--- src/rtl/updown_pkg.sv ---
// Shared types for the up/down counter and its wrap tracker.
// Holds the counter width, the event FSM states and the wrap classification.
package updown_pkg;

  localparam int CNT_W = 4;

  typedef enum logic [1:0] {
    WAIT_SYNC,
    ARMED,
    PENDING
  } evt_state_e;

  typedef enum logic [1:0] {
    NONE,
    CARRY,
    BORROW,
    RESYNC
  } wrap_kind_e;

endpackage

--- src/rtl/updown_wrap_tracker_wrap_detect.sv ---
// Combinational classifier for one counter step.
// It compares the previous count against the current one under the controls the counter used.
module wrap_detect
  import updown_pkg::*;
(
  input  logic [CNT_W-1:0] prev_count_i,
  input  logic [CNT_W-1:0] count_i,
  input  logic             load_q_i,
  input  logic             control_q_i,
  output wrap_kind_e       kind_o
);

  // A load overrides everything, because the counter jumped to an arbitrary value.
  always_comb begin
    kind_o = NONE;
    if (load_q_i) begin
      kind_o = RESYNC;
    end else if (control_q_i && (prev_count_i == {CNT_W{1'b1}}) && (count_i == '0)) begin
      kind_o = CARRY;
    end else if (!control_q_i && (prev_count_i == '0) && (count_i == {CNT_W{1'b1}})) begin
      kind_o = BORROW;
    end
  end

endmodule

--- src/rtl/updown_wrap_tracker.sv ---
// Extends the 4-bit up/down counter with a high-order word built from observed wraps.
// It also raises a held threshold event through a small valid/ready FSM.
module updown_wrap_tracker
  import updown_pkg::*;
#(
  parameter int                         HI_W   = 8,
  parameter logic [HI_W+CNT_W-1:0]      THRESH = 12'd40
) (
  input  logic                     clk,
  input  logic                     rst,
  input  logic                     load_i,
  input  logic                     control_i,
  input  logic [CNT_W-1:0]         count_i,
  output logic [HI_W+CNT_W-1:0]    ext_count_o,
  output logic                     carry_pulse_o,
  output logic                     borrow_pulse_o,
  output logic                     evt_valid_o,
  input  logic                     evt_ready_i,
  output logic                     evt_overrun_o
);

  localparam int EXT_W = HI_W + CNT_W;

  logic [HI_W-1:0]  hi_q, hi_d;
  logic [CNT_W-1:0] prev_count_q;
  logic             load_q, control_q, prime_q;
  logic [EXT_W-1:0] ext_count_q, ext_count_d;
  logic             carry_q, carry_d, borrow_q, borrow_d;
  logic             evt_valid_q, evt_valid_d, evt_overrun_q, evt_overrun_d;
  logic             hit;
  evt_state_e       state_q, state_d;
  wrap_kind_e       kind;

  wrap_detect u_wrap_detect (
    .prev_count_i (prev_count_q),
    .count_i      (count_i),
    .load_q_i     (load_q),
    .control_q_i  (control_q),
    .kind_o       (kind)
  );

  // The priming edge only records the count; ext_count holds until a valid history exists.
  always_comb begin
    hi_d     = hi_q;
    carry_d  = 1'b0;
    borrow_d = 1'b0;
    if (prime_q) begin
      case (kind)
        RESYNC: hi_d = '0;
        CARRY: begin
          hi_d    = hi_q + 1'b1;
          carry_d = 1'b1;
        end
        BORROW: begin
          hi_d     = hi_q - 1'b1;
          borrow_d = 1'b1;
        end
        default: hi_d = hi_q;
      endcase
    end
    ext_count_d = prime_q ? {hi_d, count_i} : ext_count_q;
    hit         = prime_q && (ext_count_d == THRESH) && (ext_count_d != ext_count_q);
  end

  // A ready that coincides with a fresh hit completes the old event and re-arms at once.
  always_comb begin
    state_d       = state_q;
    evt_valid_d   = evt_valid_q;
    evt_overrun_d = evt_overrun_q;
    case (state_q)
      WAIT_SYNC: state_d = ARMED;
      ARMED: begin
        if (hit) begin
          evt_valid_d = 1'b1;
          state_d     = PENDING;
        end
      end
      PENDING: begin
        if (evt_ready_i) begin
          if (!hit) begin
            evt_valid_d = 1'b0;
            state_d     = ARMED;
          end
        end else if (hit) begin
          evt_overrun_d = 1'b1;
        end
      end
      default: begin
        state_d     = WAIT_SYNC;
        evt_valid_d = 1'b0;
      end
    endcase
  end

  always_ff @(posedge clk or posedge rst) begin
    if (rst) begin
      hi_q          <= '0;
      prev_count_q  <= '0;
      load_q        <= 1'b0;
      control_q     <= 1'b0;
      prime_q       <= 1'b0;
      ext_count_q   <= '0;
      carry_q       <= 1'b0;
      borrow_q      <= 1'b0;
      evt_valid_q   <= 1'b0;
      evt_overrun_q <= 1'b0;
      state_q       <= WAIT_SYNC;
    end else begin
      hi_q          <= hi_d;
      prev_count_q  <= count_i;
      load_q        <= load_i;
      control_q     <= control_i;
      prime_q       <= 1'b1;
      ext_count_q   <= ext_count_d;
      carry_q       <= carry_d;
      borrow_q      <= borrow_d;
      evt_valid_q   <= evt_valid_d;
      evt_overrun_q <= evt_overrun_d;
      state_q       <= state_d;
    end
  end

  assign ext_count_o    = ext_count_q;
  assign carry_pulse_o  = carry_q;
  assign borrow_pulse_o = borrow_q;
  assign evt_valid_o    = evt_valid_q;
  assign evt_overrun_o  = evt_overrun_q;

endmodule

--- config.mk ---
export PLATFORM = sky130hd
export DESIGN_NAME = updown_wrap_tracker
export DESIGN_NICKNAME = d
export VERILOG_FILES = /design/src/rtl/updown_pkg.sv /design/src/rtl/updown_wrap_tracker_wrap_detect.sv /design/src/rtl/updown_wrap_tracker.sv
export SDC_FILE = /design/constraint.sdc
export NUM_CORES = 1
export LEC_CHECK = 0
export ABC_AREA = 1
export CAP_MARGIN = 20
export CORE_ASPECT_RATIO = 0.7
export CORE_MARGIN = 2
export CORE_UTILIZATION = 30
export DETAILED_ROUTE_END_ITERATION = 12
export DONT_BUFFER_PORTS = 1
export HOLD_SLACK_MARGIN = 0.05
export PLACE_DENSITY = 0.47
export REMOVE_ABC_BUFFERS = 1
export SETUP_SLACK_MARGIN = 0.02
export SLEW_MARGIN = 20
export SYNTH_ARGS = -nofsm -noshare
export SYNTH_HDL_FRONTEND = slang
export SYNTH_HIERARCHICAL = 1
export SYNTH_SLANG_ARGS = --single-unit
--- constraint.sdc ---
create_clock -name clk -period 3.65 [get_ports clk]
set_input_delay 0.365 -clock clk [delete_from_list [all_inputs] [get_ports clk]]
set_output_delay 0.365 -clock clk [all_outputs]
set_load 0.02 [all_outputs]
# Word-level counts from Yosys, hierarchy flattened
# Cells that the tools add are included.
# Widths: inputs -> output; s select.
totals:
  reg_bits: 33
  inputBits: 9
  output_inout_bits: 16
  wordCells: 58
op_classes:
  n_addsub: 2
  n_eq_ne: 12
  n_mux: 18
  bitwise_logic: 2
  reduce_logical: 13
ops:
  columns: ["op", "n"]
  rows:
  - ["$pmux 8 s3", 1]
  - ["$eq 12x6->1 const B", 1]
  - ["$mux 12", 1]
  - ["$mux 2", 6]
  - ["$ne 12x12->1", 1]
  - ["$add 8x1->8 const B", 1]
  - ["$eq 4x4->1 const B", 2]
  - ["$logic_not 4->1", 2]
  - ["$mux 8", 1]
  - ["$sub 8x1->8 const B", 1]
  - ["$mux 1", 7]
  - ["$eq 2x2->1 const B", 3]
  - ["$logic_and 1x1->1", 6]
  - ["$ne 2x2->1 const B", 3]
  - ["$pmux 2 s3", 1]
  - ["$reduce_and 3->1", 2]
  - ["$eq 2x1->1 const B", 2]
  - ["$reduce_and 4->1", 1]
  - ["$pmux 1 s3", 1]
  - ["$logic_not 2->1", 1]
  - ["$not 1->1", 2]
  - ["$logic_not 1->1", 1]

# Logic depth before layout (Yosys ltp)
depth:
  ltp_word: 16
  ltp_mapped: 28
  ltp_nobuf: 28

# By module
# The synthesis kept the hierarchy.
by_module_without_submodules:
  columns: ["mod", "instances", "cells_per_inst", "area_per_inst_um2", "seq_area_each_um2"]
  rows:
  - ["updown_wrap_tracker", 1, 258, 2004.4, 825.8]
  - ["wrap_detect", 1, 20, 85.1, 0.0]

# Worst setup path after synthesis
# No wires, ideal clock.
synth_path:
  kind: "input -> register"
  startpoint: "input count_i[3]"
  endpoint: "register evt_valid_q (netlist: evt_valid_o)"
  setup_ps: 115
  t_arrival_ps: 2671
  t_required_ps: 3535
  setup_slack_ps: 863
  stages: 26
  path_buffers: 0
  path_cell_list: "inv_1 > nand2_1 > nor2_1 > nand3_1 > nand2_1 > inv_1 > ha_1 > nor2_1 > nor2_4 > ha_1 > nand3_1 > nand2_1 > nand2_1 > o21ai_0 > nand2_1 > inv_1 > nor2_1 > nand3_1 > nor2_1 > nand3_1 > nor2_1 > nand2_1 > nand3_1 > nand3_2 > nor2_1 > nor2_1"
synth_lines:
  columns: ["item", "line_no", "rtl"]
  rows:
  - ["from (decl)", "updown_wrap_tracker.sv:13", "input logic [CNT_W-1:0] count_i,"]
  - ["$logic_not 4->1 (*)", "updown_wrap_tracker_wrap_detect.sv:18", "end else if (control_q_i && (prev_count_i == {CNT_W{1'b1}}) && (count_i == '0)) begin"]
  - ["$logic_and 1x1->1 (*)", "updown_wrap_tracker_wrap_detect.sv:18", null]
  - ["$mux 2 (*)", "updown_wrap_tracker_wrap_detect.sv:18", null]
  - ["$mux 2 (*)", "updown_wrap_tracker_wrap_detect.sv:16", "if (load_q_i) begin"]
  - ["net kind[0]", "updown_wrap_tracker.sv:32", "wrap_kind_e kind;"]
  - ["$eq 2x2->1 / $eq 2x1->1 (equally long branches)", "updown_wrap_tracker.sv:48", "case (kind)"]
  - ["$pmux 8 s3 (*)", "updown_wrap_tracker.sv:48", null]
  - ["$mux 8 (*)", "updown_wrap_tracker.sv:47", "if (prime_q) begin"]
  - ["$mux 12 (*)", "updown_wrap_tracker.sv:61", "ext_count_d = prime_q ? {hi_d, count_i} : ext_count_q;"]
  - ["net ext_count_d[5]", "updown_wrap_tracker.sv:27", "logic [EXT_W-1:0] ext_count_q, ext_count_d;"]
  - ["$eq 12x6->1", "updown_wrap_tracker.sv:62", "hit = prime_q && (ext_count_d == THRESH) && (ext_count_d != ext_count_q);"]
  - ["$logic_and 1x1->1", "updown_wrap_tracker.sv:62", null]
  - ["$logic_and 1x1->1 (*)", "updown_wrap_tracker.sv:62", null]
  - ["$ne 2x2->1 (no source line)", null, null]
  - ["$reduce_and 4->1 (no source line) (*)", null, null]
  - ["to (signal assigned)", "updown_wrap_tracker.sv:117", "evt_valid_q <= evt_valid_d;"]
  - ["to (decl)", "updown_wrap_tracker.sv:29", "logic evt_valid_q, evt_valid_d, evt_overrun_q, evt_overrun_d;"]
# Mark *: on every way through the listed nets, which the timed path passes. The rest lies on a longest branch.
# A chain may end at the register's enable or synchronous reset.

# Final worst setup path
layout_path:
  startpoint: "register prev_count_q[3]"
  endpoint: "register evt_valid_q (netlist: evt_valid_o)"
layout_via:
  elab_chain_len: 15
layout_rtl:
  columns: ["item", "line_no", "rtl"]
  rows:
  - ["from (decl)", "updown_wrap_tracker.sv:25", "logic [CNT_W-1:0] prev_count_q;"]
  - ["from (signal assigned)", "updown_wrap_tracker.sv:110", "prev_count_q <= count_i;"]
  - ["$logic_not 4->1", "updown_wrap_tracker_wrap_detect.sv:20", "end else if (!control_q_i && (prev_count_i == '0) && (count_i == {CNT_W{1'b1}})) begin"]
  - ["$logic_and 1x1->1 (2 in a row)", "updown_wrap_tracker_wrap_detect.sv:20", null]
  - ["$mux 2", "updown_wrap_tracker_wrap_detect.sv:20", null]
  - ["$mux 2 (*)", "updown_wrap_tracker_wrap_detect.sv:18", null]
  - ["$mux 2 (*)", "updown_wrap_tracker_wrap_detect.sv:16", null]
  - ["net kind[1]", "updown_wrap_tracker.sv:32", null]
  - ["$eq 2x2->1 / $eq 2x1->1 (equally long branches)", "updown_wrap_tracker.sv:48", null]
  - ["$pmux 8 s3 (*)", "updown_wrap_tracker.sv:48", null]
  - ["$mux 8 (*)", "updown_wrap_tracker.sv:47", null]
  - ["$mux 12 (*)", "updown_wrap_tracker.sv:61", null]
  - ["net ext_count_d[5]", "updown_wrap_tracker.sv:27", null]
  - ["$eq 12x6->1", "updown_wrap_tracker.sv:62", null]
  - ["$logic_and 1x1->1", "updown_wrap_tracker.sv:62", null]
  - ["$logic_and 1x1->1 (*)", "updown_wrap_tracker.sv:62", null]
  - ["$ne 2x2->1 (no source line)", null, null]
  - ["$reduce_and 4->1 (no source line) (*)", null, null]
# Marked as above.

==> reports/qor.csv <==
metric;value;unit
status;finished, final reports clean;
post-synth top area cell;dfrtp_1;
Total GRT Usage;12.8;%
Worst VDD drop;0.191;mV
Vias;1630;
Worst Skew;0.00989;ns
setup violators final;0;
NumNets Final;299;
cell area after synthesis;0.00209;mm²
Ant. Diodes;0;
setup_tns;0;ns
die height;73.8;µm
Starting Density;30.9;%
DPL Wire Length;3390;µm
Synth Warn #;6;
GPL Wtd Cong;0.839;
synth top area cells;dfrtp_1 40%, nand2_1 11%, inv_1 9.9%;
DR pass1 iterations;4;
Worst EP arrival;3.34;ns
row cnt;25;
mean routed wirelength per cell;11.7;µm
max_cap viols;0;
Leak;1.24;nW
Synth Area per Inst;7.52;µm²
number of synthesized register bits;33;
Boundary Pins;25;
TritonCTS Buffers;5;
critical path endpoint category;flop;
CTS tree;built;
first-pass GRT wire length;7620;µm
Multi-input gate area;0.00101;mm²
EDFF count, synth;0;
power per standard cell area;477;mW/mm²
Async S/R FF share, synth;100;%
worst hold path class;input port to asynchronous set/reset pin;
drt initial violations;98;
sequential area share after synthesis;39.5;%
clock root cell;clkbuf_8;
share of the synthesized area in the top cell type;39.5;%
# clock sinks;33;
die area;0.00766;mm²
worst hold slack;0.0468;ns
DRT Wirelength;4410;µm
CP required;3.84;ns
final period utilization;86.2;%
Area Growth Syn to Fin;10.1;%
number of port buffers;0;
Worst-Skew Late Latency;0.30;ns
RSZ-0062 raised after global routing;false;
Hold Fails Final Rpt;0;
Critical Path Start Type;flop;
die width;104;µm
initial antenna violation count;0;
drt drc;0;
htree depth;2;
layout cell share with drive strength beyond 1;12.7;%
Filler cells;761;
core footprint;0.00676;mm²
Hold Buf Count CTS;0;
Fmax;318;MHz
Clock transition at path regs;0.07;ns
leading register cell type out of synthesis;dfrtp_1;
largest net degree at the start of global routing;34;
vias in the first global route;1519;
Setup CP Type;flop to flop;
register area;826;µm²
vias per cell;4.32;
final worst path period need;3.15;ns
worst-path fanout max;9;
post-synth cell types;31;
Final Max Slew Viols;0;
Max Root-Sink Buffers;2;
antenna viol nets, final;0;
Mapped Cells;278;
total congestion overflow;0;
==> cells in the final DEF (no fill, tap or decap), types with 3 or more instances in the layout <==
| cell | instances |
|---|---|
| nand3b_1 | 3 |
| nand3_1 | 39 |
| o21ai_0 | 10 |
| nand2_2 | 9 |
| clkbuf_8 | 6 |
| nand2_1 | 64 |
| ha_1 | 7 |
| nand4_1 | 6 |
| dfrtp_1 | 33 |
| inv_1 | 55 |
| nand3_2 | 4 |
| nor2_1 | 16 |
| nor2_4 | 4 |
| o21bai_1 | 3 |
| a21oi_1 | 3 |
==> synth_stat cells, types with 2 or more instances <==
master / number
nand3_1: 39
o21a_1: 2
a21oi_1: 3
buf_2: 3
nor2_1: 16
o21bai_1: 3
nand2_2: 9
inv_2: 2
ha_1: 8
dfrtp_1: 33
inv_1: 55
nor2_4: 4
nand3b_1: 3
nand2_1: 64
nand4_1: 6
o21ai_0: 10
nand3_2: 4
==> cell type report <==
| type | count | share of cell area (%) |
|---|---|---|
| clock buffer | 7 | 3.75 |
| clock inverter | 1 | 1.31 |
| inverter | 57 | 9.30 |
| multi-input combinational | 183 | 44.0 |
| sequential | 33 | 35.9 |
| tap | 94 | 5.11 |
| timing repair buffer | 2 | 0.653 |
==> power by group <==
| group | internal (mW) | switching [mW] |
|---|---|---|
| Combinational | 0.0864 | 0.165 |
| Clock | 0.223 | 0.146 |
| Sequential | 0.408 | 0.0685 |
==> final timing paths <==
path / from / endpoint / slack [ns] / cells past startpoint
max: prev_count_q[3]$_DFF_PP0_ / evt_valid_o$_DFFE_PP0P_ / 0.50 / 24
min: rst / state_q[1]$_DFFE_PP0P_ / 0.05 / 2
max reg2reg: prev_count_q[3]$_DFF_PP0_ / evt_valid_o$_DFFE_PP0P_ / 0.50 / 24
min reg2reg: state_q[1]$_DFFE_PP0P_ / state_q[0]$_DFFE_PP0P_ / 0.56 / 3
max in group asynchronous: rst / hi_q[6]$_DFF_PP0_ / 3.29 / 2
min in group clk: load_i / load_q$_DFF_PP0_ / 0.09 / 0
==> state kept, by name (all words and copies together) (netlist names) <==
| name | cells |
|---|---|
| borrow_pulse_o | 1 |
| carry_pulse_o | 1 |
| control_q | 1 |
| evt_overrun_o | 1 |
| evt_valid_o | 1 |
| ext_count_o | 12 |
| hi_q | 8 |
| load_q | 1 |
| prev_count_q | 4 |
| prime_q | 1 |
| state_q | 2 |
==> worst max-delay path: stages (launching register included) <==
cell,delay (ns)
dfrtp_1,0.38
nor2_1,0.14
nand3_1,0.11
o21bai_2,0.18
ha_2,0.32
nand2_1,0.10
inv_1,0.10
nor2_4,0.04
ha_1,0.26
nand3_1,0.10
nand2_1,0.06
nand2_1,0.07
o21ai_0,0.17
nand2_1,0.11
inv_1,0.04
nor2_1,0.07
nand3_1,0.07
nor2_1,0.10
nand3_1,0.07
nor2_1,0.09
nand2_1,0.11
nand3_1,0.13
nand3_2,0.08
nor2_1,0.09
nor2_1,0.04
==> through the flow <==
| stage | setup WS [ns] | cells | area, µm² | util (%) | power, mW |
|---|---|---|---|---|---|
| final | 0.505 | 377 | 2300 | 34.1 | 1.10 |
| after global routing | 0.0291 | 377 | 2300 | 34.1 | 1.17 |
| after CTS | 0.364 | 377 | 2300 | 34.0 | 1.11 |
| after floorplan | 0.812 | 273 | 2050 | - | 0.678 |
| after detailed placement | 0.379 | 369 | 2180 | 32.3 | 0.737 |
| after global placement | 0.392 | 369 | 2180 | 32.3 | 0.740 |
==> routing by layer <==
layer / routed length [µm] / vias up / share of wire (%) / GRT usage, %
li1: - / 887 / - / -
met1: 2570 / 718 / 58 / 19.5
met2: 1640 / 19 / 37 / 17.4
met3: 164 / 6 / 3.7 / 3.73
met4: 42 / 0 / 0.95 / 3.60
met5: 0 / - / 0 / 0
==> cells by family (layout without fill, tap and decap cells) <==
family	after synthesis	count (layout)	synth area share, %
flip-flops	33	33	39.5
AO/OA/AOI/OAI	24	24	7.66
adder cells (fa/ha/maj)	8	8	4.79
XOR/XNOR	1	1	0.419
buffers and inverters	62	67	12.2
other	1	1	0.179
AND/OR/NAND/NOR	149	149	35.3
==> timing repair <==
| action | CTS | global route |
|---|---|---|
| setup buffers | 0 | 0 |
| gates resized for setup | 0 | 1 |
| endpoints found under the setup margin | 0 | 1 |
No activity file was read; power rests on OpenSTA's default activity.
